<file path="src/rtl/noise_injector_if.sv">
// noise_injector_if
// Groups the streaming signals of the noise injector into one bundle.
//   noise_in / noise_in_valid     : noise generator stream (no backpressure)
//   signal_in / signal_in_valid   : channel sample stream, paired with
//   signal_in_ready                 signal_in_ready from the injector
//   data_out / data_out_valid     : noisy sample stream, paired with
//   data_out_ready                  data_out_ready from downstream
// Modports:
//   slave  : the injector side
//   master : the environment side (noise source, channel, downstream)
interface noise_injector_if #(
    parameter int DATA_W = 8
);
    logic [DATA_W-1:0] noise_in;
    logic              noise_in_valid;
    logic [DATA_W-1:0] signal_in;
    logic              signal_in_valid;
    logic              signal_in_ready;
    logic [DATA_W-1:0] data_out;
    logic              data_out_valid;
    logic              data_out_ready;

    modport slave (
        input  noise_in,
        input  noise_in_valid,
        input  signal_in,
        input  signal_in_valid,
        output signal_in_ready,
        output data_out,
        output data_out_valid,
        input  data_out_ready
    );

    modport master (
        output noise_in,
        output noise_in_valid,
        output signal_in,
        output signal_in_valid,
        input  signal_in_ready,
        input  data_out,
        input  data_out_valid,
        output data_out_ready
    );
endinterface

</file>
<file path="src/rtl/noise_injector.sv">
// noise_injector
// Receive-side impairment stage: buffers noise samples in a small FIFO and
// adds one scaled noise sample (gain 2^GAIN_SHIFT) to every accepted channel
// sample, clipping the result to the DATA_W signed range.
// Ports:
//   clk            : system clock, rising edge
//   rstn           : asynchronous active-low reset
//   en             : global enable, low freezes all state
//   bus            : noise_injector_if.slave (noise, signal and output streams)
//   fifo_level     : number of buffered noise samples
//   noise_drop_cnt : noise samples lost to a full FIFO (saturating)
//   sat_cnt        : outputs that were clipped (saturating)
module noise_injector #(
    parameter int DATA_W     = 8,
    parameter int FIFO_DEPTH = 8,
    parameter int GAIN_SHIFT = 0
) (
    input  logic                          clk,
    input  logic                          rstn,
    input  logic                          en,
    noise_injector_if.slave               bus,
    output logic [$clog2(FIFO_DEPTH):0]   fifo_level,
    output logic [15:0]                   noise_drop_cnt,
    output logic [15:0]                   sat_cnt
);

    localparam int AW = $clog2(FIFO_DEPTH);
    localparam int LW = AW + 1;
    localparam int SW = DATA_W + GAIN_SHIFT + 2;
    localparam logic [LW-1:0] DEPTH_L = LW'(FIFO_DEPTH);

    logic [DATA_W-1:0] mem [FIFO_DEPTH];
    logic [AW-1:0]     wr_ptr;
    logic [AW-1:0]     rd_ptr;
    logic [LW-1:0]     level;
    logic [DATA_W-1:0] out_data;
    logic              out_valid;
    logic [15:0]       drop_cnt;
    logic [15:0]       clip_cnt;

    logic              full;
    logic              in_ready;
    logic              fire;
    logic              push;
    logic              drop;
    logic [SW-1:0]     sig_ext;
    logic [SW-1:0]     noise_ext;
    logic [SW-1:0]     sum;
    logic              overflow;
    logic [DATA_W-1:0] clipped;

    assign full     = (level == DEPTH_L);
    assign in_ready = en && (level != '0) && (!out_valid || bus.data_out_ready);
    assign fire     = bus.signal_in_valid && in_ready;
    // A pop in the same cycle frees a slot, so a full FIFO can still accept.
    assign push     = en && bus.noise_in_valid && (!full || fire);
    assign drop     = en && bus.noise_in_valid && full && !fire;

    // Sign-extend both operands wide enough that the scaled sum never wraps.
    assign sig_ext   = {{(SW-DATA_W){bus.signal_in[DATA_W-1]}}, bus.signal_in};
    assign noise_ext = {{(SW-DATA_W){mem[rd_ptr][DATA_W-1]}}, mem[rd_ptr]} << GAIN_SHIFT;
    assign sum       = sig_ext + noise_ext;

    // The sum fits in DATA_W bits only if all bits above the result's sign
    // bit are copies of it.
    assign overflow = !((&sum[SW-1:DATA_W-1]) || !(|sum[SW-1:DATA_W-1]));
    assign clipped  = overflow ? (sum[SW-1] ? {1'b1, {(DATA_W-1){1'b0}}}
                                            : {1'b0, {(DATA_W-1){1'b1}}})
                               : sum[DATA_W-1:0];

    // Noise storage carries no reset; only the pointers define what is valid.
    always_ff @(posedge clk) begin
        if (push) begin
            mem[wr_ptr] <= bus.noise_in;
        end
    end

    always_ff @(posedge clk or negedge rstn) begin
        if (!rstn) begin
            wr_ptr    <= '0;
            rd_ptr    <= '0;
            level     <= '0;
            out_data  <= '0;
            out_valid <= 1'b0;
            drop_cnt  <= '0;
            clip_cnt  <= '0;
        end else begin
            if (push) begin
                wr_ptr <= wr_ptr + AW'(1);
            end
            if (fire) begin
                rd_ptr <= rd_ptr + AW'(1);
            end
            if (push && !fire) begin
                level <= level + LW'(1);
            end else if (fire && !push) begin
                level <= level - LW'(1);
            end
            if (drop && drop_cnt != 16'hFFFF) begin
                drop_cnt <= drop_cnt + 16'd1;
            end
            if (fire) begin
                out_data  <= clipped;
                out_valid <= 1'b1;
                if (overflow && clip_cnt != 16'hFFFF) begin
                    clip_cnt <= clip_cnt + 16'd1;
                end
            end else if (en && out_valid && bus.data_out_ready) begin
                out_valid <= 1'b0;
            end
        end
    end

    assign bus.signal_in_ready = in_ready;
    assign bus.data_out        = out_data;
    assign bus.data_out_valid  = out_valid;
    assign fifo_level          = level;
    assign noise_drop_cnt      = drop_cnt;
    assign sat_cnt             = clip_cnt;

endmodule

</file>
<file path="src/flat_wrapper.sv">
// flat-port wrapper written by rule: the top's interface ports become plain ports
module noise_injector_flat 
#(
    parameter int DATA_W     = 8,
    parameter int FIFO_DEPTH = 8,
    parameter int GAIN_SHIFT = 0
)
  (clk, rstn, en, fifo_level, noise_drop_cnt, sat_cnt, bus_noise_in, bus_noise_in_valid, bus_signal_in, bus_signal_in_valid, bus_signal_in_ready, bus_data_out, bus_data_out_valid, bus_data_out_ready);
  noise_injector_if #(.DATA_W(DATA_W)) bus_i ();
  input  logic clk;
  input  logic rstn;
  input  logic en;
  output logic [$clog2(FIFO_DEPTH):0] fifo_level;
  output logic [15:0] noise_drop_cnt;
  output logic [15:0] sat_cnt;
  input wire logic [$bits(bus_i.noise_in)-1:0] bus_noise_in;
  input wire logic [$bits(bus_i.noise_in_valid)-1:0] bus_noise_in_valid;
  input wire logic [$bits(bus_i.signal_in)-1:0] bus_signal_in;
  input wire logic [$bits(bus_i.signal_in_valid)-1:0] bus_signal_in_valid;
  output wire logic [$bits(bus_i.signal_in_ready)-1:0] bus_signal_in_ready;
  output wire logic [$bits(bus_i.data_out)-1:0] bus_data_out;
  output wire logic [$bits(bus_i.data_out_valid)-1:0] bus_data_out_valid;
  input wire logic [$bits(bus_i.data_out_ready)-1:0] bus_data_out_ready;
  assign bus_i.noise_in = bus_noise_in;
  assign bus_i.noise_in_valid = bus_noise_in_valid;
  assign bus_i.signal_in = bus_signal_in;
  assign bus_i.signal_in_valid = bus_signal_in_valid;
  assign bus_signal_in_ready = bus_i.signal_in_ready;
  assign bus_data_out = bus_i.data_out;
  assign bus_data_out_valid = bus_i.data_out_valid;
  assign bus_i.data_out_ready = bus_data_out_ready;
  noise_injector #(.DATA_W(DATA_W), .FIFO_DEPTH(FIFO_DEPTH), .GAIN_SHIFT(GAIN_SHIFT)) u_core (.clk(clk), .rstn(rstn), .en(en), .bus(bus_i), .fifo_level(fifo_level), .noise_drop_cnt(noise_drop_cnt), .sat_cnt(sat_cnt));
endmodule
</file>
<file path="config.mk">
export PLATFORM = sky130hd
export DESIGN_NAME = noise_injector_flat
export DESIGN_NICKNAME = d
export VERILOG_FILES = /design/src/rtl/noise_injector_if.sv /design/src/rtl/noise_injector.sv /design/src/flat_wrapper.sv
export SDC_FILE = /design/constraint.sdc
export NUM_CORES = 1
export LEC_CHECK = 0
export ABC_AREA = 1
export BUFFER_PORTS_ARGS = -buffer_cell sky130_fd_sc_hd__buf_4
export CORE_MARGIN = 4
export CORE_UTILIZATION = 63
export CTS_CLUSTER_SIZE = 28
export DETAILED_ROUTE_END_ITERATION = 12
export GPL_TIMING_DRIVEN = 0
export HOLD_SLACK_MARGIN = 0.08
export PLACE_DENSITY = 0.81
export SYNTH_ARGS = -nofsm -noshare
export SYNTH_HDL_FRONTEND = slang
export SYNTH_SLANG_ARGS = --single-unit
</file>
<file path="constraint.sdc">
create_clock -name clk -period 7.5 [get_ports clk]
set_clock_uncertainty 0.2 [all_clocks]
set_input_delay 1.5 -clock clk [delete_from_list [all_inputs] [get_ports clk]]
set_output_delay 1.5 -clock clk [all_outputs]
set_load 0.02 [all_outputs]
</file>
==> impl_metrics.py, run 1 <==
metrics = {
    "final_layout": {
        "nNetsFinal": 723,
        "final_cells": 805,
        "area_delta_synth_final_pct": 21.6,
        "final_cell_area_mm2": 0.00689,
        "fill_cells": 531,
        "drive_gt1_share_pct": 17.2,
        "antennaDiodeCount": 0,
    },
    "pwr": {
        "p_total_mw": 2.93,
        "peakVddDrop_uv": 269,
        "leakage_nw": 3.06,
        "powerDensity_mw_per_mm2": 425,
    },
    "clock_network": {
        "path_clk_slew_ps": 60,
        "cts_inserted_buffers": 17,
        "cts_setup_buffers": 0,
        "cts_max_path_buffers": 2,
        "clock-root-buffer": "clkbuf_8",
        "post_cts_resized": 0,
        "ctsHoldBuffers": 0,
        "htreeDepth": 4,
        "cts_tree": "built",
        "cts_sinks": 115,
        "clk_latency_ps": 530,
    },
    "logic_synthesis": {
        "synthTopCellsByArea": "edfxtp_1, dfrtp_1, nand2_1",
        "synth_area_per_cell_um2": 9.47,
        "ys_ff_latch": 115,
        "synth_edf_count": 64,
        "yosys.area.top_type": "edfxtp_1",
        "yosysWarnings": 0,
        "async_reset_ff_share_pct": 44.3,
        "synthFlopType": "edfxtp_1",
        "yosys.area.top_type_share_pct": 33.9,
        "synth.distinct_cells": 33,
        "post_synth_inst_count": 598,
        "synth_nets": 637,
        "ys_seq_area_share_pct": 56.4,
        "netlist_area_mm2": 0.00567,
    },
    "placed_design": {
        "port_buffers": 67,
        "post-dp-hpwl_um": 8950,
        "placed_area_mm2": 0.00630,
        "placedCellCount": 773,
        "place_congestion": 0.906,
    },
    "floorplanning": {
        "core_area_mm2": 0.00872,
        "io-pin-count": 68,
        "fp.dieH_um": 103,
        "start_util_pct": 65.0,
        "dieArea_mm2": 0.0106,
        "fp.dieW_um": 103,
        "rows": 34,
    },
    "global_routing": {
        "grt_max_degree": 52,
        "grt.total_usage_pct": 26.1,
        "gr-total-overflow": 0,
        "grt_antenna_before_repair": 0,
        "grt_pass1_vias": 4364,
        "grt_pass1_wl_um": 20800,
    },
    "sta": {
        "finalSetupTns_ps": 0,
        "worst_slew_pin_slew_ps": 780,
        "hold_violations": 0,
        "period_needed_ps": 3990,
        "rsz0062_at_grt": "no",
        "maxSlewViolCount": 0,
        "maxSlewHeadroom_pct": 47.8,
        "final.period_utilization_pct": 53.2,
        "setup_violations": 0,
        "clock.fmax_ghz": 0.251,
    },
    "setup_path": {
        "end_kind": "flop",
        "crit_required_ps": 7670,
        "cp_data_arrival_time_ps": 4150,
        "crit_chain": "inv_1 -> clkbuf_1 -> o21ai_0 -> o22ai_1 -> nor2_1 -> a31oi_1 -> ha_1 -> nand2_1 -> inv_1 -> a21oi_1 -> nand2_1 -> nand2_1 -> nand2_1 -> a21oi_1 -> a21boi_0",
        "critical_path.most_common_cell": "nand2_1",
        "critical_path_class": "flop to flop",
        "cp_num_buf_inv": 3,
        "cpPeakStageDelay_ps": 490,
        "cp_top_family": "compound AO/OA/AOI/OAI gates",
        "crit_start": "u_core.rd_ptr[1]$_DFFE_PN0P_",
        "cp-start-kind": "flop",
        "r2r-start": "u_core.rd_ptr[1]$_DFFE_PN0P_",
        "slowest_stage": "dfrtp_1",
        "path_max_fanout": 10,
    },
    "routing": {
        "vias_per_cell": 5.65,
        "route.detailed.drc": 0,
        "drtIter0Drc": 301,
        "first_pass_iters": 5,
        "wl_um": 13100,
        "post_drt_wl_per_cell_um": 16.2,
        "antenna_left": 0,
        "vias": 4550,
    },
    "min_path": {
        "hold_path.class": "flop to flop",
        "min-delay-start": "u_core.bus.data_out[7]$_DFFE_PN0P_",
    },
    "flow_run": {
        "maxCapViolCount": 0,
    },
    "status": {
        "outcome": "finished clean",
    },
}
## synthesized netlist by cell type (all sizes together), types with 11 or more instances
| cell type | instances |
|---|---|
| dfrtp | 51 |
| xnor2 | 11 |
| nand3 | 30 |
| o21ai | 44 |
| inv | 45 |
| nand2 | 130 |
| nor2 | 97 |
| xor2 | 18 |
| nand4 | 21 |
| edfxtp | 64 |
| ha | 15 |
## where the power goes
part | leakage, nW | switching [mW] | total, mW | internal, mW
clock network | 0.285 | 0.311 | 0.793 | 0.482
registers | 1.22 | 0.0907 | 0.864 | 0.773
logic | 1.56 | 0.802 | 1.27 | 0.470
## per-stage QoR
| stage | util (%) | setup slack (ps) | hold slack, ps |
|---|---|---|---|
| finish | 79.0 | 3510 | 299 |
| global route | 79.0 | 3090 | 336 |
| CTS | 79.0 | 3550 | 310 |
| detailed placement | 72.3 | 3570 | 295 |
| global placement | 72.3 | 3710 | 271 |
| floorplan | - | 3900 | 292 |
## state kept, by name, summed over array words and instances (netlist names)
name and count:
u_core.rd_ptr 3, u_core.bus.data_out 8, u_core.noise_drop_cnt 16, u_core.bus.data_out_valid 1, u_core.mem 64, u_core.sat_cnt 16, u_core.fifo_level 4, u_core.wr_ptr 3
## kinds of logic (layout without fill, tap and decap cells)
group                    after synthesis  after routing  share of synthesized area (%)
buffers and inverters                 64            163                           4.88
AND/OR/NAND/NOR                      298            298                           22.7
flip-flops                           115            115                           56.4
adder cells (fa/ha/maj)               17             17                           4.02
AO/OA/AOI/OAI                         75             75                           7.42
XOR/XNOR                              29             29                           4.48
## routing by layer
layer	GRT usage (%)	share of wire [%]	wire, um
met5	0	0	0
met2	42.4	50	6580
met3	5.95	7.2	941
met4	9.96	1.7	228
met1	34.4	41	5310
## cells in the final DEF, fill, tap and decap left out, types with 2 or more instances in the layout
cell type	instances
a21boi_0	3
a21oi_1	7
a2bb2oi_1	4
a31oi_1	8
buf_2	5
buf_4	67
buf_6	4
bufinv_16	2
clkbuf_1	9
clkbuf_16	16
clkinv_1	2
clkinv_4	5
dfrtp_1	51
edfxtp_1	64
fa_1	2
ha_1	15
inv_1	45
inv_6	4
inv_8	2
nand2_1	127
nand2_4	2
nand3_1	28
nand3_2	2
nand3b_1	2
nand4_1	20
nor2_1	96
nor3_1	9
o21ai_0	44
o22ai_1	8
or2_2	6
xnor2_1	11
xor2_1	18
## worst paths after layout
check	end	slack, ps	cells after the start
min in group asynchronous	u_core.bus.data_out[1]$_DFFE_PN0P_	800	1
max	u_core.bus.data_out[5]$_DFFE_PN0P_	3510	15
min	u_core.bus.data_out[7]$_DFFE_PN0P_	300	2
min reg2reg	u_core.bus.data_out[7]$_DFFE_PN0P_	300	2
max in group asynchronous	u_core.fifo_level[3]$_DFFE_PN0P_	5860	1
max reg2reg	u_core.bus.data_out[5]$_DFFE_PN0P_	3510	15
## worst reg2reg max path, delay by kind of cell, from the launching register on
family,cells,cell delay (ps)
and+or+nand+nor,5,470
buffers and inverters,3,740
AOI/OAI and AO/OA,6,1530
DFF,1,490
adders and majority gates,1,380
## final cells by class
class	count	area [um^2]	area share, %
Tap cell	108	135	1.96
Clock buffer	17	414	6.01
Clock inverter	15	173	2.51
Buffer	18	104	1.51
Inverter	46	173	2.51
Sequential cell	115	3200	46.4
Multi-Input combinational cell	419	2190	31.8
Timing Repair Buffer	67	503	7.30
(Power assumes the default switching activity.)
==> run 2, diff against run 1 <==
CORE_UTILIZATION = 53   (was 63)
PLACE_DENSITY = 0.73   (was 0.81)
clock period = 3.3 ns   (was 7.5 ns; I/O delays follow)
==> run 2 against run 1 <==
  * Sequential power up 130%
  * Hold slack worse by 120 ps
  * Critical path depth up 3
  * Final cell count up 3.7%
  * Clock-buffer cell count unchanged
  * Largest power group unchanged
==> impl_metrics.py, run 2 (synthesis gave the netlist of run 1 again) <==
metrics = {
    "routing": {
        "first_pass_iters": 5,
        "drtIter0Drc": 357,
        "vias": 4609,
        "antenna_left": 0,
        "route.detailed.drc": 0,
        "wl_um": 13600,
        "vias_per_cell": 5.52,
        "post_drt_wl_per_cell_um": 16.2,
    },
    "flow_run": {
        "maxCapViolCount": 0,
    },
    "final_layout": {
        "area_delta_synth_final_pct": 23.6,
        "largest_reg_flops": 64,
        "nNetsFinal": 725,
        "mostFrequentLayoutCells": "nand2_1, nor2_1, buf_4",
        "layout_commonest_cell": "nand2_1",
        "top_register": "u_core.mem",
        "antennaDiodeCount": 0,
        "drive_gt1_share_pct": 20.6,
    },
    "sta": {
        "clock.fmax_ghz": 0.324,
        "fin_ws_ps": 209,
        "setup_violations": 0,
        "hold_violations": 0,
        "worst_slew_pin_slew_ps": 825,
        "maxSlewViolCount": 0,
        "final.period_utilization_pct": 93.7,
        "maxSlewHeadroom_pct": 44.8,
        "period_needed_ps": 3090,
    },
    "floorplanning": {
        "fp.dieW_um": 111,
        "core_area_mm2": 0.0104,
        "dieArea_mm2": 0.0124,
        "fp.dieH_um": 111,
        "start_util_pct": 54.6,
        "rows": 37,
        "io-pin-count": 68,
    },
    "clock_network": {
        "cts_inserted_buffers": 17,
        "htreeDepth": 4,
        "cts_max_path_buffers": 2,
        "clock-root-buffer": "clkbuf_8",
        "cts_tree": "built",
        "cts_sinks": 115,
        "clk_latency_ps": 520,
        "path_clk_slew_ps": 60,
    },
    "setup_path": {
        "cp_top_family": "simple AND/OR/NAND/NOR gates",
        "end_kind": "flop",
        "critical_path.most_common_cell": "nand2_1",
        "cp_num_buf_inv": 4,
        "path_max_fanout": 10,
        "crit_start": "u_core.rd_ptr[1]$_DFFE_PN0P_",
        "cpPeakStageDelay_ps": 470,
        "cp-start-kind": "flop",
        "crit_chain": "inv_4 -> buf_6 -> o21ai_0 -> o22ai_1 -> nor2_1 -> a31oi_2 -> ha_2 -> nand2_1 -> inv_1 -> a21oi_2 -> nand3_1 -> nand2_2 -> nand2_2 -> nand2_4 -> nand3_2 -> buf_6 -> nand2_1 -> nand2_1",
        "r2r-start": "u_core.rd_ptr[1]$_DFFE_PN0P_",
        "slowest_stage": "dfrtp_2",
        "cp_data_arrival_time_ps": 3290,
        "critical_path_class": "flop to flop",
        "crit_required_ps": 3500,
    },
    "global_routing": {
        "gr-total-overflow": 0,
        "grt_pass1_wl_um": 22000,
        "grt.total_usage_pct": 22.2,
        "grt_pass1_vias": 4549,
        "grt_antenna_before_repair": 0,
        "grt_max_degree": 52,
    },
    "placed_design": {
        "port_buffers": 67,
        "place_congestion": 0.876,
        "post-dp-hpwl_um": 9090,
        "pre_cts_ws_ps": -551,
    },
    "pwr": {
        "powerDensity_mw_per_mm2": 958,
        "p_total_mw": 6.71,
        "leakage_nw": 3.07,
        "peakVddDrop_uv": 571,
    },
    "min_path": {
        "min-delay-start": "bus_noise_in[6]",
        "hold_path.class": "primary input to flop",
    },
    "status": {
        "outcome": "finished clean",
    },
}
-- run 2: cell types whose count changed in the layout (fill, tap and decap cells not counted), moves of 3 or more --
cell and change:
clkinvlp_4 +4, a21oi_2 +3, buf_6 +3, clkbuf_1 -9, buf_4 +3, a21oi_1 -3, clkbuf_2 +3
-- run 2: worst paths after layout --
kind                                                 endpoint  slack (ps)  cells past startpoint
setup / recovery                u_core.sat_cnt[3]$_DFFE_PN0P_         210                     18
setup reg to reg                u_core.sat_cnt[3]$_DFFE_PN0P_         210                     18
min in group asynchronous  u_core.bus.data_out[4]$_DFFE_PN0P_         530                      2
max in group asynchronous        u_core.rd_ptr[0]$_DFFE_PN0P_        1890                      2
hold / removal                     u_core.mem[5][6]$_DFFE_PP_         180                      1
hold reg to reg            u_core.bus.data_out[7]$_DFFE_PN0P_         300                      2
-- run 2: through the flow --
stage | utilization, % | hold WS [ps] | setup TNS, ps | area, um^2 | instances
after global placement | 61.1 | 273 | -8390 | 6340 | 801
final | 67.5 | 184 | 0 | 7000 | 835
after detailed placement | 61.1 | 293 | -10270 | 6340 | 801
after CTS | 66.9 | 174 | 0 | 6930 | 834
after global routing | 67.5 | 175 | -46.7 | 7000 | 835
after floorplan | - | 164 | 0 | 5670 | 598
-- run 2: cell type report --
class	instances	area, um^2
Timing Repair Buffer	69	520
Inverter	46	178
Sequential cell	115	3200
Multi-Input combinational cell	419	2240
Clock inverter	15	134
Fill cell	824	3370
Clock buffer	17	414
Buffer	18	139
Tap cell	136	170
-- run 2: power breakdown --
| part | switching [mW] | total, mW | internal (mW) |
|---|---|---|---|
| clock | 0.674 | 1.67 | 0.999 |
| combinational | 1.89 | 3.06 | 1.17 |
| sequential | 0.216 | 1.98 | 1.76 |
| total | 2.78 | 6.71 | 3.93 |
-- run 2: what timing repair did --
action,CTS,global route
gates resized for setup,17,26
setup buffers,0,1
endpoints found under the hold margin,51,0
pin swaps,0,3
setup endpoints to repair,24,23
hold buffers,1,0
-- run 2: per-layer routing --
metal	track usage (%)	vias to the layer above	part of all wire, %
met5	0	-	0
met4	6.97	0	1.2
met3	5.05	18	5.1
met2	38.2	148	51
met1	28.0	2242	43
li1	-	2201	-
==> run 3, diff against run 2 <==
PLACE_DENSITY = 0.77   (was 0.73)
==> run 3 against run 2 <==
  * Setup slack lost 60 ps
  * Combinational power is essentially flat
  * Routed wire length shrank 0.67%
  * First-iteration DRC count grew 33%
  * Flip-flop and latch count is the same
  * Clock power grew 17%
  * Clock-buffer cell count grew 4
  * Design area grew 1.4%
==> impl_metrics.py, run 3 (synthesis gave the netlist of run 1 again) <==
metrics = {
    "setup_path": {
        "cp-endpoint": "u_core.sat_cnt[5]$_DFFE_PN0P_",
        "cp_data_arrival_time_ps": 3360,
        "r2r-start": "u_core.rd_ptr[1]$_DFFE_PN0P_",
        "critical_path_class": "flop to flop",
        "crit_required_ps": 3510,
        "path_max_fanout": 10,
        "reg2reg_depth": 18,
        "end_kind": "flop",
        "r2r_end": "u_core.sat_cnt[5]$_DFFE_PN0P_",
        "r2r_slack_ps": 150,
        "crit_start": "u_core.rd_ptr[1]$_DFFE_PN0P_",
        "cp-start-kind": "flop",
    },
    "routing": {
        "drtIter0Drc": 474,
        "wl_um": 13500,
        "route.detailed.drc": 0,
        "vias": 4600,
        "antenna_left": 0,
        "post_drt_wl_per_cell_um": 16.1,
        "first_pass_iters": 5,
        "vias_per_cell": 5.52,
    },
    "pwr": {
        "p_sw_mw": 2.75,
        "pwr-share-seq_pct": 28.2,
        "leakage_nw": 3.12,
        "peakVddDrop_uv": 578,
        "powerDensity_mw_per_mm2": 990,
        "p_total_mw": 7.03,
        "clkPwrFrac_pct": 27.8,
        "internal_power_mw": 4.28,
        "netSwitchingFraction_pct": 39.1,
        "combPwrFrac_pct": 44.0,
    },
    "floorplanning": {
        "core_area_mm2": 0.0104,
        "start_util_pct": 54.6,
        "rows": 37,
        "io-pin-count": 68,
        "fp.dieW_um": 111,
        "dieArea_mm2": 0.0124,
        "fp.dieH_um": 111,
    },
    "clock_network": {
        "cts_sinks": 115,
        "cts_tree": "built",
        "clk_latency_ps": 530,
        "cts_max_path_buffers": 2,
        "htreeDepth": 4,
        "cts_inserted_buffers": 17,
        "cts_setup_buffers": 0,
        "path_clk_slew_ps": 60,
        "clock-root-buffer": "clkbuf_8",
    },
    "final_layout": {
        "regArea_mm2": 0.00320,
        "antennaDiodeCount": 0,
        "area_delta_synth_final_pct": 25.3,
        "drive_gt1_share_pct": 20.6,
        "final_cell_area_mm2": 0.00710,
        "largest_reg_flops": 64,
        "top_register": "u_core.mem",
        "layout_commonest_cell": "nand2_1",
        "multi_input_area_mm2": 0.00227,
        "fin_util_pct": 68.5,
        "final_cells": 834,
        "mostFrequentLayoutCells": "nand2_1, nor2_1, buf_4",
        "fill_cells": 720,
        "nNetsFinal": 724,
    },
    "sta": {
        "maxSlewHeadroom_pct": 43.8,
        "setup_violations": 0,
        "period_needed_ps": 3150,
        "hold_violations": 0,
        "worst_slew_pin_slew_ps": 840,
        "maxSlewViolCount": 0,
        "clock.fmax_ghz": 0.317,
        "final.period_utilization_pct": 95.5,
    },
    "status": {
        "outcome": "finished clean",
    },
    "placed_design": {
        "placedCellCount": 801,
        "post-dp-hpwl_um": 8950,
        "place_congestion": 0.897,
        "placed_area_mm2": 0.00634,
        "port_buffers": 67,
    },
    "global_routing": {
        "gr-total-overflow": 0,
        "grt_pass1_vias": 4582,
        "grt.total_usage_pct": 22.7,
        "grt_max_degree": 52,
        "grt_antenna_before_repair": 0,
        "grt_pass1_wl_um": 22300,
    },
    "flow_run": {
        "maxCapViolCount": 0,
    },
    "min_path": {
        "min-delay-start": "bus_noise_in[1]",
        "hold_path.class": "primary input to flop",
    },
}
run 3: critical path: stages, from the launching register on:
cell,delay [ps]
dfrtp_2,490
inv_4,120
buf_4,190
o21ai_0,100
o22ai_1,160
nor2_1,90
a31oi_2,250
ha_4,270
nand2_1,100
inv_1,60
a21oi_2,190
nand3_1,110
nand2_2,150
nand2_2,80
nand2_4,100
nand3_2,80
buf_6,150
nand2_1,60
nand2_1,60
run 3: worst min-delay path by stage:
stage | end | slack (ps) | depth (start not counted)
after floorplan | u_core.bus.data_out[0]$_DFFE_PN0P_ | 160 | 0
after global placement | u_core.bus.data_out[7]$_DFFE_PN0P_ | 270 | 2
after detailed placement | u_core.sat_cnt[15]$_DFFE_PN0P_ | 300 | 2
after CTS | u_core.mem[2][1]$_DFFE_PP_ | 160 | 1
after global routing | u_core.mem[1][1]$_DFFE_PP_ | 170 | 1
final | u_core.mem[4][1]$_DFFE_PP_ | 180 | 1
run 3: area by class of cell:
cell class                 instances  area share [%]
sequential                       115            45.1
multi-input combinational        419            32.0
tap                              136            2.40
buffer                            18            1.89
timing repair buffer              68            7.23
inverter                          46            2.50
clock inverter                    11            2.56
clock buffer                      21            6.33
run 3: power by group through the flow:
stage | sequential (mW) | combinational (mW) | clock (mW)
CTS | 1.97 | 2.97 | 1.97
floorplan | 2.10 | 1.88 | 0
global route | 2.01 | 3.42 | 2.05
detailed placement | 1.99 | 2.85 | 0
global placement | 1.98 | 2.76 | 0
finish | 1.98 | 3.09 | 1.96
run 3: per-stage QoR:
stage	setup TNS (ps)	setup slack (ps)	hold WS [ps]
4_1_cts	0	19.7	158
5_1_grt	-278	-54.6	170
6_report	0	149	181
3_5_place_dp	-11570	-647	297
2_1_floorplan	0	413	164
3_3_place_gp	-8490	-479	273
run 3: repair_timing:
item | in CTS | in global routing
pin swaps | 0 | 2
hold buffers | 1 | 0
setup endpoints to repair | 24 | 23
hold endpoints to repair | 51 | 0
resized for setup | 20 | 27
gates cloned | 0 | 0
run 3: metal layers:
layer	vias to the layer above	part of all wire [%]	GRT usage, %
li1	2204	-	-
met1	2170	41	28.9
met2	196	49	37.1
met3	30	6.5	6.03
met4	0	2.6	9.16
met5	-	0	0
